`src/rtl/slug_sequencer.sv`:
```
// slug_sequencer: phase sequencer for the slug 4-bit core.
// Turns the raw 24-bit microcode word {control2,control1,control0} into
// phase-timed strobes: FETCH -> SETUP -> [MEM x RAM_WAIT] -> COMMIT, with
// halt / single-step and a sticky error for bus-contention words.
//
// Microcode bit map (raw ROM polarity, _n = active-low):
//   control2 [7] ldalu_n [6] oealu_n [5] ldfl_n [4] lda_n [3] oeop_n [2:0] sel
//   control1 [7] unused  [6] oec_n   [5] oeb_n  [4] ldbc_n [3] oein_n
//            [2] ldout_n [1] reram_n [0] weram_n
//   control0 [7:4] alus  [3] alum    [2] crin_n [1] ldpc_n [0] incpc
module slug_sequencer #(
  parameter int FETCH_WAIT = 1,
  parameter int RAM_WAIT   = 2
) (
  input  logic        clk,
  input  logic        rst,
  input  logic [23:0] ucode,
  input  logic        halt_req,
  input  logic        step,
  output logic        oec,
  output logic        oeb,
  output logic        oein,
  output logic        oeop,
  output logic        oealu,
  output logic        reram,
  output logic        ldbc,
  output logic        ldout,
  output logic        ldalu,
  output logic        ldfl,
  output logic        lda,
  output logic        weram,
  output logic        ldpc,
  output logic        incpc,
  output logic [2:0]  sel,
  output logic [3:0]  alus,
  output logic        alum,
  output logic        crin,
  output logic        instr_done,
  output logic        halted,
  output logic        err
);

  localparam int MAXW = (FETCH_WAIT > RAM_WAIT) ? FETCH_WAIT : RAM_WAIT;
  localparam int CW   = (MAXW < 2) ? 1 : $clog2(MAXW);

  typedef enum logic [2:0] {
    FETCH  = 3'd0,
    SETUP  = 3'd1,
    MEM    = 3'd2,
    COMMIT = 3'd3,
    HALT   = 3'd4
  } state_t;

  // Decoded word in core polarity (everything active-high).
  typedef struct packed {
    logic       oec, oeb, oein, oeop, oealu, reram;
    logic       ldbc, ldout, ldalu, ldfl, lda, weram, ldpc, incpc;
    logic [2:0] sel;
    logic [3:0] alus;
    logic       alum, crin;
  } dec_t;

  // w = {control2, control1[6:0], control0}; control1[7] carries nothing.
  function automatic dec_t decode(input logic [22:0] w);
    dec_t       d;
    logic [7:0] c2;
    logic [6:0] c1;
    logic [7:0] c0;
    c2      = w[22:15];
    c1      = w[14:8];
    c0      = w[7:0];
    d.oec   = ~c1[6];
    d.oeb   = ~c1[5];
    d.ldbc  = ~c1[4];
    d.oein  = ~c1[3];
    d.ldout = ~c1[2];
    d.reram = ~c1[1];
    d.weram = ~c1[0];
    d.ldalu = ~c2[7];
    d.oealu = ~c2[6];
    d.ldfl  = ~c2[5];
    d.lda   = ~c2[4];
    d.oeop  = ~c2[3];
    d.sel   = c2[2:0];
    d.alus  = c0[7:4];
    d.alum  = c0[3];
    d.crin  = ~c0[2];
    d.ldpc  = ~c0[1];
    d.incpc = c0[0];
    return d;
  endfunction

  state_t         state_q, state_d;
  logic [CW-1:0]  cnt_q, cnt_d;
  logic [23:0]    ir_q, ir_d;
  logic           step_run_q, step_run_d;
  logic           err_q, err_d;

  dec_t           dec_ir;
  logic           ir_ill;
  logic           ill_in;
  logic           need_mem;
  logic           unused_rsvd;

  assign dec_ir      = decode({ir_q[23:16], ir_q[14:0]});
  assign ir_ill      = (dec_ir.oeb & dec_ir.oec) | (dec_ir.oeop & dec_ir.oein);
  // Same contention test on the incoming raw word: oec_n/oeb_n/oein_n/oeop_n low.
  assign ill_in      = (~ucode[14] & ~ucode[13]) | (~ucode[19] & ~ucode[11]);
  assign need_mem    = (RAM_WAIT > 0) && (dec_ir.reram | dec_ir.weram);
  assign unused_rsvd = ir_q[15];
  assign err         = err_q;

  // State, counter, instruction register and flags.
  always_ff @(posedge clk or negedge rst) begin
    if (!rst) begin
      state_q    <= FETCH;
      cnt_q      <= '0;
      ir_q       <= '0;
      step_run_q <= 1'b0;
      err_q      <= 1'b0;
    end else begin
      state_q    <= state_d;
      cnt_q      <= cnt_d;
      ir_q       <= ir_d;
      step_run_q <= step_run_d;
      err_q      <= err_d;
    end
  end

  // Next-state: phase walk, wait counting, halt/step handling.
  always_comb begin
    state_d    = state_q;
    cnt_d      = cnt_q;
    ir_d       = ir_q;
    step_run_d = step_run_q;
    err_d      = err_q;
    case (state_q)
      FETCH: begin
        if (cnt_q == CW'(FETCH_WAIT - 1)) begin
          cnt_d   = '0;
          ir_d    = ucode;
          state_d = SETUP;
          if (ill_in) err_d = 1'b1;
        end else begin
          cnt_d = cnt_q + CW'(1);
        end
      end
      SETUP: begin
        cnt_d   = '0;
        state_d = need_mem ? MEM : COMMIT;
      end
      MEM: begin
        if (cnt_q == CW'(RAM_WAIT - 1)) begin
          cnt_d   = '0;
          state_d = COMMIT;
        end else begin
          cnt_d = cnt_q + CW'(1);
        end
      end
      COMMIT: begin
        // halt_req is only looked at here so an instruction is never cut short.
        cnt_d      = '0;
        step_run_d = 1'b0;
        state_d    = (halt_req || step_run_q) ? HALT : FETCH;
      end
      HALT: begin
        cnt_d = '0;
        if (step) begin
          step_run_d = 1'b1;
          state_d    = FETCH;
        end else if (!halt_req) begin
          state_d = FETCH;
        end
      end
      default: begin
        cnt_d   = '0;
        state_d = FETCH;
      end
    endcase
  end

  // Outputs: enables span SETUP..COMMIT, loads fire only in COMMIT,
  // and an illegal word suppresses every enable and load.
  always_comb begin
    logic act, en_ok, ld_ok;
    act   = (state_q == SETUP) || (state_q == MEM) || (state_q == COMMIT);
    en_ok = act && !ir_ill;
    ld_ok = (state_q == COMMIT) && !ir_ill;

    oec        = en_ok & dec_ir.oec;
    oeb        = en_ok & dec_ir.oeb;
    oein       = en_ok & dec_ir.oein;
    oeop       = en_ok & dec_ir.oeop;
    oealu      = en_ok & dec_ir.oealu;
    reram      = en_ok & dec_ir.reram;

    ldbc       = ld_ok & dec_ir.ldbc;
    ldout      = ld_ok & dec_ir.ldout;
    ldalu      = ld_ok & dec_ir.ldalu;
    ldfl       = ld_ok & dec_ir.ldfl;
    lda        = ld_ok & dec_ir.lda;
    weram      = ld_ok & dec_ir.weram;
    ldpc       = ld_ok & dec_ir.ldpc;
    incpc      = ld_ok & dec_ir.incpc & ~dec_ir.ldpc;   // jump beats increment

    sel        = act ? dec_ir.sel  : 3'd0;
    alus       = act ? dec_ir.alus : 4'd0;
    alum       = act & dec_ir.alum;
    crin       = act & dec_ir.crin;

    instr_done = (state_q == COMMIT);
    halted     = (state_q == HALT);
  end

endmodule

```
`config.mk`:
```
export PLATFORM = sky130hd
export DESIGN_NAME = slug_sequencer
export DESIGN_NICKNAME = d
export VERILOG_FILES = /design/src/rtl/slug_sequencer.sv
export SDC_FILE = /design/constraint.sdc
export NUM_CORES = 1
export LEC_CHECK = 0
export ABC_AREA = 1
export CAP_MARGIN = 20
export CORE_MARGIN = 5
export CORE_UTILIZATION = 43
export DETAILED_ROUTE_END_ITERATION = 16
export GPL_ROUTABILITY_DRIVEN = 0
export GPL_TIMING_DRIVEN = 0
export MAX_ROUTING_LAYER = met4
export PLACE_DENSITY = 0.87
export SYNTH_ARGS = -nofsm -noshare
export SYNTH_HDL_FRONTEND = slang
export SYNTH_SLANG_ARGS = --single-unit
```
`constraint.sdc`:
```
create_clock -name clk -period 1.4 [get_ports clk]
set_input_delay 0.14 -clock clk [delete_from_list [all_inputs] [get_ports clk]]
set_output_delay 0.14 -clock clk [all_outputs]
set_load 0.1 [all_outputs]
```
==> results of run 1 <==
per-layer routing:
| layer | track usage | part of all wire | vias to the layer above |
|---|---|---|---|
| li1 | - | - | 663 |
| met1 | 0.258 | 0.36 | 778 |
| met2 | 0.428 | 0.57 | 61 |
| met3 | 0.0527 | 0.042 | 11 |
| met4 | 0.114 | 0.022 | 0 |
| met5 | - | 0 | - |
flip-flops by register name, summed over array words and instances (netlist names):
register	cells
state_q	3
ir_q	23
step_run_q	1
err	1
cnt_q	1
stage by stage:
stage	utilization	std cells	setup TNS [ns]	hold slack, ns	area, um^2
finish	0.905	290	-7.70	0.242	2760
detailed placement	0.723	263	-21.20	0.456	2210
global placement	0.714	262	-29.97	0.449	2180
floorplan	-	166	-5.28	-0.156	1600
global route	0.905	290	-9.60	0.293	2760
CTS	0.871	283	-5.15	0.244	2660
what timing repair did:
item / 4_1_cts / 5_1_grt
cloned: 1 / 1
setup buffers: 11 / 7
gates resized for setup: 237 / 9
setup endpoints to repair: 26 / 50
pin swaps: 13 / 6
endpoints found under the hold margin: 0 / 0
critical path, stage by stage (launching register included):
cell     delay [ns]
dfrtp_1        0.41
nor2_2         0.08
nor2_4         0.17
nand3_4        0.21
nor2_4         0.17
buf_12         0.18
path summary, 6_finish.rpt:
| path | cells after the start | slack (ns) | end |
|---|---|---|---|
| worst max-delay path | 5 | -0.31 | oeb |
| worst min-delay path | 1 | 0.24 | ir_q[3]$_DFFE_PN0P_ |
| worst max register to register | 7 | -0.13 | ir_q[11]$_DFFE_PN0P_ |
| worst min register to register | 2 | 0.50 | ir_q[0]$_DFFE_PN0P_ |
| max in group asynchronous | 2 | 0.60 | ir_q[10]$_DFFE_PN0P_ |
| min in group clk | 3 | 0.32 | ir_q[8]$_DFFE_PN0P_ |
Yosys cell counts, drive strengths merged:
master,count,share of area
inv,16,0.046
nand3,8,0.039
dfrtp,29,0.53
nand2,66,0.20
buf,4,0.031
nor2,32,0.096
o22ai,1,0.0046
o21ai,10,0.053
kinds of logic after synthesis:
group                  share of synthesized area
AND/OR/NAND/NOR                            0.330
flip-flops                                 0.535
buffers and inverters                     0.0774
AO/OA/AOI/OAI                             0.0581
cell type report:
class	count	area [um^2]
Inverter	16	75.1
Multi-Input combinational cell	118	795
Clock inverter	1	30.0
Clock buffer	7	55.1
Fill cell	114	292
Timing Repair Buffer	71	970
Sequential cell	29	729
Buffer	4	52.6
Tap cell	44	55.1
==> impl_metrics.tcl, run 1 <==
set metrics [dict create \
    yosys_warnings 0 \
    setup.worst_path.start "ir_q[14]$_DFFE_PN0P_" \
    synth_fp_nets 194 \
    crit_fanout 6 \
    cts_buffers 5 \
    cts_max_level 2 \
    portBuffers 52 \
    tightest_slew_ns 0.781 \
    clk_pin_slew_ns 0.10 \
    syn_area_um2 1360 \
    critPathLaunchType "flop" \
    die_w_um 66.2 \
    outcome "finished with violations" \
    yosysUniqueCellTypes 18 \
    ys_seq_area_frac 0.535 \
    drive_above_1_share 0.443 \
    drc 0 \
    die_h_um 66.2 \
    clock_latency_ns 0.35 \
    firstDrtPassIters 4 \
    start_util 0.445 \
    ys_seq_elements 29 \
    row_count 20 \
    clk_path_buf_depth 2 \
    period_share 1.22 \
    dp_hpwl_um 2670 \
    fin_nets 273 \
    fin_crit_ns 1.71 \
    grt_pass1_vias 1524 \
    grt_max_degree 17 \
    final_common_cell "nand2_1" \
    ctsHoldBuffers 0 \
    clock-root-buffer "clkbuf_4" \
    setup_ws_ns -0.314 \
    hold_path_class "in2async" \
    cp-end-kind "output port" \
    setup_violations 49 \
    core-area_um2 3050 \
    syn_avg_cell_area_um2 8.18 \
    die_area_um2 4380 \
    grt_overflow 0 \
    relSlewSlack 0.478 \
    cp_data_arrival_time_ns 1.57 \
    ant_nets 0 \
    vias_per_cell 5.22 \
    netlist_instances 166 \
    violations "setup timing" \
    grtUsageTotal 0.243 \
    slew_violations 0 \
    routedWlPerCell_um 18.4 \
    via_count 1513 \
    dp_slack_ns -0.929 \
    mostFrequentLayoutCells "57 x nand2_1, 27 x nor2_4, 26 x dfrtp_1, 26 x clkdlybuf4s50_1, 26 x buf_12" \
    worstPathRequired_ns 1.26 \
    clock-sinks 29 \
    rsz0062_at_grt "yes" \
    drv_cap 0 \
    cts_tree "yes" \
    syn_to_final_growth_pct 103 \
    antenna_found_initial 0 \
    fin_skew_ns 0.0252 \
    antenna_cells 0 \
    grt_pass1_wl_um 7580 \
    timing.rr.start "state_q[1]$_DFFE_PN0P_" \
    clock.fmax_mhz 583 \
    path_class "reg2out" \
    wl_um 5330 \
    drt_iter0_drc 110 \
    io_pins 54 \
    hold_violations 0 \
]
Power of run 1 is left out: the tool's default activity adds up to more than one toggle a clock period on the data nets, which glitch-free logic cannot reach.
==> run 2: changes to the inputs <==
--- a/config.mk
+++ b/config.mk
@@ -17,3 +17,4 @@
 export SYNTH_ARGS = -nofsm -noshare
 export SYNTH_HDL_FRONTEND = slang
 export SYNTH_SLANG_ARGS = --single-unit
+export TNS_END_PERCENT = 5
==> run 2 against run 1 <==
Against the previous run: the flow still finishes with violations (setup timing); wire length fell by 22%; first-iteration DRC count down 40%; design area shrank 7.3%; sequential cell count did not move; critical path depth unchanged; utilization shrank 6.6 points; global-route usage down 1.9 points; clock skew fell by 0.016 ns; critical path type unchanged.
==> impl_metrics.tcl, run 2 (synthesis results as in run 1) <==
set metrics [dict create \
    start_util 0.445 \
    vias_per_cell 4.84 \
    cp_common_cell "nor2_4" \
    fin_crit_ns 1.71 \
    row_count 20 \
    crit_fanout 8 \
    grt_max_degree 22 \
    grtUsageTotal 0.224 \
    drc 0 \
    portBuffers 52 \
    cpMaxStageDelayCell "dfrtp_2" \
    timing.critical_path.slowest_cell_delay_ns 0.47 \
    cts_max_level 2 \
    die_h_um 66.2 \
    grt_overflow 0 \
    nFillCells 185 \
    relSlewSlack 0.650 \
    core-area_um2 3050 \
    hold_path_class "in2async" \
    clock-sinks 29 \
    antenna_cells 0 \
    post_dp_cell_area_um2 2110 \
    slew_violations 0 \
    mostFrequentLayoutCells "55 x nand2_1, 26 x dfrtp_1, 26 x clkdlybuf4s50_1" \
    regArea_um2 729 \
    grt_pass1_wl_um 7080 \
    cts_tree "yes" \
    cp-end-kind "output port" \
    crit_chain "nand2_4 > nor2_4 > nand2_8 > nor2_4 > buf_12" \
    drive_above_1_share 0.434 \
    clk_pin_slew_ns 0.10 \
    clock-root-buffer "clkbuf_4" \
    ctsHoldBuffers 0 \
    final_cell_area_um2 2560 \
    setup_violations 25 \
    drt_iter0_drc 66 \
    io_pins 54 \
    drv_cap 0 \
    rsz0062_at_grt "yes" \
    cp_num_buf_inv 1 \
    cp_top_family "simple AND/OR/NAND/NOR gates" \
    via_count 1351 \
    final_common_cell "nand2_1" \
    cp_data_arrival_time_ns 1.57 \
    antenna_found_initial 0 \
    critPathLaunchType "flop" \
    wl_um 4150 \
    largest_reg_flops 23 \
    violations "setup timing" \
    grt_pass1_vias 1527 \
    die_area_um2 4380 \
    multi_input_comb_area_um2 733 \
    setup_ws_ns -0.305 \
    syn_to_final_growth_pct 88.5 \
    routedWlPerCell_um 14.9 \
    cts_buffers 5 \
    clock.fmax_mhz 586 \
    worstPathRequired_ns 1.26 \
    clock_latency_ns 0.33 \
    hold_violations 0 \
    dp_slack_ns -1.28 \
    firstDrtPassIters 4 \
    ant_nets 0 \
    fin_skew_ns 0.00884 \
    fin_nets 262 \
    top_regs "ir_q (23), state_q (3)" \
    clk_path_buf_depth 2 \
    whs_ns 0.148 \
    outcome "finished with violations" \
    tightest_slew_ns 0.523 \
    path_class "reg2out" \
    largest_register "ir_q" \
    dp_hpwl_um 2590 \
    die_w_um 66.2 \
    period_share 1.22 \
]
[run 2: changes by cell type in the layout (fill, tap and decap cells not counted), sizes merged]
cell    before  now
bufinv       1    0
buf         48   39
nand2       67   66
clkbuf       8    7
clkinv       0    1
[run 2: final timing paths]
kind                                           to  depth (start not counted)              startpoint  slack (ns)
max                                         ldout                          5  state_q[0]$_DFFE_PN0P_       -0.31
min                           ir_q[9]$_DFFE_PN0P_                          1                     rst        0.15
max reg2reg                       err$_DFFE_PN0P_                          6  state_q[0]$_DFFE_PN0P_        0.09
min reg2reg                       err$_DFFE_PN0P_                          2         err$_DFFE_PN0P_        0.48
max in group asynchronous  state_q[1]$_DFFE_PN0P_                          2                     rst        0.76
min in group clk             ir_q[10]$_DFFE_PN0P_                          3               ucode[10]        0.35
[run 2: worst reg2reg max path: stages (launching register included)]
cell	delay (ns)
dfrtp_2	0.48
nor2_4	0.22
nand3_4	0.17
inv_6	0.12
buf_8	0.15
nand2_2	0.06
nand2_1	0.06
[run 2: final cells by class]
class / count / area share
well taps: 44 / 0.0215
multi-input cells: 117 / 0.287
plain buffers: 4 / 0.0220
repair buffers: 61 / 0.329
clock buffers: 7 / 0.0254
inverters: 16 / 0.0284
flip-flops and latches: 29 / 0.285
clock inverters: 1 / 0.00196
[run 2: per-stage QoR]
| step | utilization | cells | TNS, ns |
|---|---|---|---|
| floorplan | - | 166 | -11.81 |
| global placement | 0.684 | 262 | -33.86 |
| detailed placement | 0.693 | 263 | -26.74 |
| CTS | 0.827 | 278 | -5.35 |
| global route | 0.838 | 279 | -7.60 |
| finish | 0.838 | 279 | -5.94 |
[run 2: metal layers]
metal	wire length, um	track usage	vias up
met5	0	-	-
met4	102	0.0711	0
met3	233	0.0561	12
met2	2270	0.404	54
met1	1550	0.239	639
li1	-	-	646
[run 2: what timing repair did]
item | CTS | global route
cloned | 0 | 0
pin swaps | 8 | 7
resized for setup | 236 | 14
setup endpoints to repair | 26 | 32
buffers inserted | 7 | 1
hold endpoints to repair | 0 | 0
Power of run 2 is left out for the same reason.
==> run 3: changes to the inputs <==
--- a/config.mk
+++ b/config.mk
@@ -12,6 +12,7 @@
 export DETAILED_ROUTE_END_ITERATION = 16
 export GPL_ROUTABILITY_DRIVEN = 0
 export GPL_TIMING_DRIVEN = 0
+export HOLD_SLACK_MARGIN = 0.1
 export MAX_ROUTING_LAYER = met4
 export PLACE_DENSITY = 0.87
 export SYNTH_ARGS = -nofsm -noshare
==> constraint.sdc (replaced) <==
create_clock -name clk -period 1.4 [get_ports clk]
set_input_delay 0.21 -clock clk [delete_from_list [all_inputs] [get_ports clk]]
set_output_delay 0.21 -clock clk [all_outputs]
set_load 0.1 [all_outputs]
==> results of run 3 <==
Same layout as run 2 (identical final DEF). Status: finished with violations: setup timing.
Main changes from that run: setup slack after placement -1.28 ns -> -1.35 ns; number of gates resized after CTS 236 -> 238; wire length of the first global-routing pass 7080 um -> 7070 um; via count of the first global-routing pass 1527 -> 1521; met1 usage 0.239 -> 0.241; met2 usage 0.404 -> 0.401; setup slack after layout -0.305 ns -> -0.375 ns; setup TNS -5.94 ns -> -7.69 ns; hold slack 0.148 ns -> 0.218 ns
Power of run 3 is left out for the same reason.
